$ cat config.mk
export PLATFORM = sky130hd
export DESIGN_NAME = huffman_decoder
export DESIGN_NICKNAME = d
export VERILOG_FILES = /design/src/rtl/huffman_decoder.sv
export SDC_FILE = /design/constraint.sdc
export NUM_CORES = 1
export LEC_CHECK = 0
export ABC_AREA = 1
export CORE_MARGIN = 4
export CORE_UTILIZATION = 35
export CTS_CLUSTER_SIZE = 12
export DETAILED_ROUTE_END_ITERATION = 12
export SYNTH_ARGS = -nofsm -noshare
export SYNTH_HDL_FRONTEND = slang
export SYNTH_SLANG_ARGS = --single-unit
$ cat constraint.sdc
create_clock -name clk -period 4.36 [get_ports clk]
set_input_delay 0.654 -clock clk [delete_from_list [all_inputs] [get_ports clk]]
set_output_delay 0.654 -clock clk [all_outputs]
set_load 0.02 [all_outputs]
$ cat src/rtl/huffman_decoder.sv
// Serial Huffman decoder: loads an 8-entry code table, then decodes
// MSB-first code bits into 4-bit characters with end-of-message and error flags.
module huffman_decoder (
    input  logic       clk,
    input  logic       rst_n,
    input  logic       tab_valid,
    input  logic [3:0] tab_char,
    input  logic [2:0] tab_len,
    input  logic [6:0] tab_code,
    input  logic       in_valid,
    input  logic       in_code,
    output logic       out_valid,
    output logic [3:0] out_char,
    output logic       out_done,
    output logic       out_err
);

    localparam int CHAR_NUM = 8;
    localparam int MAX_LEN  = 7;
    localparam int MSG_LEN  = 5;

    typedef enum logic [1:0] {
        EMPTY,
        LOAD,
        READY,
        DECODE
    } state_t;

    state_t     state;
    logic [2:0] ld_idx;
    logic [3:0] t_char [CHAR_NUM];
    logic [2:0] t_len  [CHAR_NUM];
    logic [6:0] t_code [CHAR_NUM];
    logic [6:0] acc;
    logic [2:0] cnt;
    logic [2:0] ccnt;

    logic [6:0] nacc;
    logic [2:0] ncnt;
    logic [6:0] mask;
    logic       hit;
    logic [2:0] hit_idx;

    // Candidate accumulator and table match; the lowest matching index wins.
    always_comb begin
        nacc    = {acc[5:0], in_code};
        ncnt    = cnt + 3'd1;
        mask    = 7'((8'd1 << ncnt) - 8'd1);
        hit     = 1'b0;
        hit_idx = 3'd0;
        for (int k = CHAR_NUM - 1; k >= 0; k--) begin
            if (t_len[k] == ncnt && t_len[k] != 3'd0 &&
                ((t_code[k] ^ nacc) & mask) == 7'd0) begin
                hit     = 1'b1;
                hit_idx = 3'(k);
            end
        end
    end

    // Table load, bit accumulation and registered output pulses.
    always_ff @(posedge clk or negedge rst_n) begin
        if (!rst_n) begin
            state     <= EMPTY;
            ld_idx    <= 3'd0;
            acc       <= 7'd0;
            cnt       <= 3'd0;
            ccnt      <= 3'd0;
            out_valid <= 1'b0;
            out_char  <= 4'd0;
            out_done  <= 1'b0;
            out_err   <= 1'b0;
            for (int k = 0; k < CHAR_NUM; k++) begin
                t_char[k] <= 4'd0;
                t_len[k]  <= 3'd0;
                t_code[k] <= 7'd0;
            end
        end else begin
            out_valid <= 1'b0;
            out_char  <= 4'd0;
            out_done  <= 1'b0;
            out_err   <= 1'b0;
            if (tab_valid) begin
                t_char[ld_idx] <= tab_char;
                t_len[ld_idx]  <= tab_len;
                t_code[ld_idx] <= tab_code;
                acc            <= 7'd0;
                cnt            <= 3'd0;
                ccnt           <= 3'd0;
                if (ld_idx == 3'(CHAR_NUM - 1)) begin
                    ld_idx <= 3'd0;
                    state  <= READY;
                end else begin
                    ld_idx <= ld_idx + 3'd1;
                    state  <= LOAD;
                end
            end else if (state == LOAD) begin
                // Load stopped short of a full table: nothing usable.
                ld_idx <= 3'd0;
                state  <= EMPTY;
            end else if ((state == READY || state == DECODE) && in_valid) begin
                if (hit) begin
                    out_valid <= 1'b1;
                    out_char  <= t_char[hit_idx];
                    acc       <= 7'd0;
                    cnt       <= 3'd0;
                    state     <= READY;
                    if (ccnt == 3'(MSG_LEN - 1)) begin
                        out_done <= 1'b1;
                        ccnt     <= 3'd0;
                    end else begin
                        ccnt <= ccnt + 3'd1;
                    end
                end else if (ncnt != 3'(MAX_LEN)) begin
                    acc   <= nacc;
                    cnt   <= ncnt;
                    state <= DECODE;
                end else begin
                    out_err <= 1'b1;
                    acc     <= 7'd0;
                    cnt     <= 3'd0;
                    ccnt    <= 3'd0;
                    state   <= READY;
                end
            end
        end
    end

endmodule

Yosys cells after proc, flatten, opt, wreduce, memory -nomap -nowiden
Cells that the tools add are included.
Word-level totals
  register bits after elaboration: 136
  bits of input ports: 19
  output and inout bits: 7
  logic and storage cells: 186
Cells by class
  add/sub/neg operators: 4
  order comparisons: 3
  equal/unequal tests: 16
  shift operators: 1
  muxes and demuxes: 71
  bitwise gates (word level): 18
  reduce and logical (&&, ||, !) cells: 40
Operator list (number)
  3-bit two-way mux: 23
  7-bit bitwise AND: 8
  56-bit bitwise mux: 1
  7-bit zero test: 8
  7-bit XOR: 8
  32-bit bitwise mux: 1
  6-bit two-way mux: 5
  4-bit two-way mux: 7
  3-bit nonzero test: 9
  24-bit bitwise mux: 1
  3-bit equality test: 8
  1-bit two-way mux: 24
  7-bit demux with 3-bit select: 1
  1-bit logical AND: 18
  4-bit binary-select mux with 3-bit select: 1
  4-bit demux with 3-bit select: 1
  3-bit by 1-bit adder with 3-bit output, second input constant: 3
  3-bit demux with 3-bit select: 1
  4-bit greater-or-equal comparator, second input constant: 2
  2-bit two-way mux: 4
  3-bit NOT with 4-bit output: 2
  7-bit two-way mux: 1
  1-bit by 3-bit << shifter with 7-bit output, first input constant: 1
  7-bit by 1-bit subtractor with 7-bit output, second input constant: 1
  10 further kinds: 14

Logic depth before layout (Yosys ltp)
  depth in word-level cells: 22
  gate-level depth with buffers: 27
  depth with buffers taken out: 25

Least setup slack after synthesis
OpenSTA, ideal clock, no wires.
  path kind: register to register
  start point: reg cnt[0]
  end point: reg out_char[1]
  setup time: 0.117 ns
  data arrival time: 2.947 ns
  required time: 4.243 ns
  path slack: 1.296 ns
  stages on the path, launching flop included: 25
  path buffers: 3
  clock period less this slack: 3.064 ns
  cell sequence: dfrtp_1 -> ha_1 -> ha_1 -> buf_6 -> nand2_4 -> ha_1 -> clkbuf_1 -> a21oi_1 -> o21ai_0 -> nand2_1 -> nor2_1 -> nand3_1 -> nor2_1 -> nand3_2 -> nand2_1 -> nand2_1 -> nand2_1 -> nand2_1 -> nand2_2 -> buf_2 -> nand3b_1 -> nand3_1 -> nand2_1 -> nor2_1 -> nor2_1
Between the ends
  cells in the longest elaborated chain, start to end: 22
  elaborated cells on any way between the ends: 67
  classes of those cells: add/sub: 2; eq/ne: 8; shift: 1; mux: 23; bitwise: 9; reduce/logical: 24
RTL lines
  start: declaration: line 35  | logic [2:0] cnt;
  start signal: assignment: line 115  | cnt <= ncnt;
  3-bit by 1-bit adder with 3-bit output (*): line 47  | ncnt = cnt + 3'd1;
  1-bit by 3-bit << shifter with 7-bit output: line 48  | mask = 7'((8'd1 << ncnt) - 8'd1);
  7-bit by 1-bit subtractor with 7-bit output: line 48
  7-bit bitwise AND: line 53  | ((t_code[k] ^ nacc) & mask) == 7'd0) begin
  7-bit zero test: line 53
  1-bit logical AND: line 52  | if (t_len[k] == ncnt && t_len[k] != 3'd0 &&
  3-bit two-way mux (8 in a row): line 52
  3-bit NOT with 4-bit output (implied by the code): line 103  | out_char <= t_char[hit_idx];
  4-bit binary-select mux with 3-bit select: line 103
  4-bit two-way mux (implied by the code) (2 in a row): line 103
  4-bit two-way mux (*): line 101  | if (hit) begin
  4-bit two-way mux (*): line 100  | end else if ((state == READY || state == DECODE) && in_valid) begin
  4-bit two-way mux (*): line 96  | end else if (state == LOAD) begin
  4-bit two-way mux (*): line 82  | if (tab_valid) begin
  end signal: assignment: line 103
  end: declaration: line 13  | output logic [3:0] out_char,
Mark *: on every way between the ends. The rest lies on a longest branch, timed or not. The select of a mux whose other input is x is not followed.
A chain may end at the register's enable or synchronous reset.

Worst setup path in the final report
Ends and elaborated chain as after synthesis.

==> summary.txt <==
Run status
  • Status: finished, final reports clean

Place
  • Pre-CTS setup slack: 0.5054 ns
  • Detailed Place HPWL: 12380 um
  • Number of port buffers: 25
  • Placer Congestion: 0.8393

Floorplanning
  • Core region area: 19720 um^2
  • Initial Util: 36.01%
  • Die Height: 150.4 um
  • I/O pin total: 26
  • Row cnt: 51
  • Die width: 150.4 um
  • Die area: around 23000 um^2

Clock network
  • Total CTS buffers: 17
  • Clock transition at the registers of the reported paths: 0.06 ns
  • Setup Buffers After CTS: 0
  • Sink Count: 136
  • CTS tree: done
  • Clock Tree Buf Depth: 2
  • Worst-Skew Late Latency: 0.42 ns
  • # H-tree levels: 4
  • Hold_buf cts: 0
  • Clock Tree Root: clkbuf_16
  • Post-cts gate resize count: 0

GRT
  • First-pass GRT wire length: around 30000 um
  • Number of global-route vias before repair: 5481
  • All-Layer GR Usage: ~17%
  • Largest net degree at the start of global routing: 81
  • Grt total ovfl: 0
  • Initial antenna violation count: 0

Logic synthesis
  • Synthesized area: 7101 um^2
  • Syn Area/Cell: around 8.0 um^2
  • Most frequent cell after synthesis: nand2_1
  • Ys Warns: 0
  • #FFs+latches synth: 136
  • Async S/R FF share, synth: 100.0%
  • Synth cell count leaders: nand2_1, dfrtp_1, o21ai_0
  • Largest cells by area after synthesis: dfrtp_1, nand2_1, o21ai_0
  • Synth Net Count: 918
  • Distinct cells, synth: 38
  • Register area share after synthesis: 47.93%
  • Gate Count Post-Synth: slightly below 900
  • Yosys top cell area share: between 40% and 50%
  • Synth area leader: dfrtp_1
  • Synth Flop Type: dfrtp_1
  • Post-synth EDFFs: 0

Finish
  • Layout cells sized above 1: 7.860%
  • Register Area: 3403 um^2
  • Multi-input logic area: 3224 um^2
  • Nets: ~940
  • Fillers: 1938
  • Inserted Diodes: 0
  • Area delta synth->final: 16.48%

Min path
  • Worst hold path type: input pin to asynchronous set/reset pin

Setup path
  • Cell Chain, Critical Path: buf_4 > inv_1 > ha_1 > nand2_4 > ha_1 > a21oi_1 > nand2_1 > nand3_1 > nor2_1 > nand4_1 > nor2_1 > nand2_1 > nand2_1 > nand2_1 > nand2_1 > nand2_1 > nand2_2 > nand2_1 > nand2_1 > nand3_1 > nand3_1 > nand2_1 > nor2_1
  • Critical-path top delay cell: ha_1
  • Worst EP arrival: 4.23 ns
  • CP startpoint kind: flop
  • Critical path fanouts, max: 20
  • Setup CP Type: flop to flop
  • Crit path capture type: flop
  • CP required: 4.71 ns
  • Crit path max-delay family: simple AND/OR/NAND/NOR gates
  • Slowest cell delay on critical path: 0.46 ns
  • CP dominant cell by count: nand2_1
  • Buffers plus inverters on the worst setup path: 2

Route
  • WL/cell: about 15 um
  • DR iter-0 viols: 543
  • Routed Antenna Nets: 0
  • DR vias/cell: 4.865
  • Drt drc: 0
  • Routed vias: 5746
  • Initial DRT Pass Iterations: 5
  • Post-Route WL: 18110 um

STA
  • Period utilization: 89.03%
  • Relative slew slack: 30.19%
  • Final Max Slew Viols: 0
  • Fmax: 257.6 MHz
  • Minimum clock period: 3.882 ns
  • Layout Skew: 0.008450 ns
  • Actual slew at the worst max-slew pin: 1.045 ns
  • Setup tns final: 0 ns
  • Setup violators final: 0
  • Final WS setup: 0.4782 ns
  • Unrepaired setup endpoints after global routing: false
  • Final hold violations: 0

Pwr
  • Power Dens Cells: 779.4 nW/um^2
  • Leak: 3.997 nW
  • Peak VDD IR: around 310 uV

Flow run
  • Max-cap violations: 0
## final timing paths
path	start	endpoint	slack [ns]	cells after the start
max	cnt[0]	out_char[1]	0.48	23
min	rst_n	t_len[16]	0.28	1
max reg2reg	cnt[0]	out_char[1]	0.48	23
min reg2reg	t_char[16]	t_char[16]	0.48	2
max in group asynchronous	rst_n	t_code[37]	3.11	2
min in group clk	t_char[16]	t_char[16]	0.48	2
## area by class of cell
| cell class | instances | share of cell area (%) |
|---|---|---|
| Clock inverter | 12 | 2.965 |
| Timing Repair Buffer | 32 | 3.676 |
| Clock buffer | 19 | 5.356 |
| Tap cell | 265 | 4.009 |
| Multi-Input combinational cell | 632 | 38.99 |
| Sequential cell | 136 | 41.15 |
| Inverter | 85 | 3.858 |
## sequential cells by signal, summed over array words and instances, names as in the netlist
| register | flops |
|---|---|
| out_valid | 1 |
| t_code | 56 |
| t_len | 24 |
| ccnt | 3 |
| out_char | 4 |
| cnt | 3 |
| ld_idx | 3 |
| out_done | 1 |
| acc | 6 |
| t_char | 32 |
| out_err | 1 |
| state | 2 |
## worst reg2reg max path, delay by kind of cell, from the launching register on
| family | cells | cell delay [ns] |
|---|---|---|
| compound gates | 1 | 0.07 |
| buf+inv | 2 | 0.45 |
| flops | 1 | 0.39 |
| fa+ha+maj | 2 | 0.72 |
| simple gates | 18 | 2.19 |
## routing by layer
layer  GRT usage (%)  wire length (um)
met2           26.08              8128
met1           24.57              8935
met4           4.986               301
met5               0                 0
met3           3.612               743
## stage by stage
stage          util, %  total power (W)  area, um^2  hold slack, ns  std cells
3_3_place_gp     38.45         0.004705        7582          0.4622       1150
3_5_place_dp     38.45         0.004740        7582          0.4665       1150
4_1_cts          41.94         0.006479        8270          0.3155       1181
6_report         41.94         0.006446        8270          0.2783       1181
2_1_floorplan        -         0.004100        7101          0.3584        887
5_1_grt          41.94         0.006982        8270          0.3265       1181
## report_power, final
| part | internal, W | leakage, nW | switching [W] |
|---|---|---|---|
| sequential | 0.00179 | 1.72 | 0.000391 |
| combinational | 0.000932 | 1.94 | 0.00164 |
| clock | 0.00114 | 0.334 | 0.000554 |
| total | 0.00386 | 4.00 | 0.00258 |
## layout by cell type, fill, tap and decap left out, types with 2 or more instances in the layout
master,instances
nand2_1,222
dfrtp_1,136
o21ai_0,130
inv_1,82
nor2_1,77
nand3_1,54
xor2_1,32
a21oi_1,24
clkdlybuf4s50_1,24
xnor2_1,21
clkbuf_16,17
ha_1,12
nand2_2,9
bufinv_16,7
buf_4,7
nand3_2,6
nand4_1,6
or2_2,6
nor3_1,5
nand3b_1,5
inv_2,3
o211ai_1,3
nor2_2,3
nor3_2,3
and3_1,2
o31ai_1,2
clkinv_2,2
inv_6,2
## cell families (layout without fill, tap and decap cells)
| group | after synthesis | count (layout) | synth area share, % |
|---|---|---|---|
| DFF | 136 | 136 | 47.93 |
| and+or+nand+nor | 403 | 403 | 24.71 |
| buffers and inverters | 119 | 148 | 6.731 |
| adders and majority gates | 12 | 12 | 2.114 |
| AOI/OAI and AO/OA | 164 | 164 | 11.98 |
| xor gates and xnor gates | 53 | 53 | 6.538 |
Power figures use the tool's default switching activity.
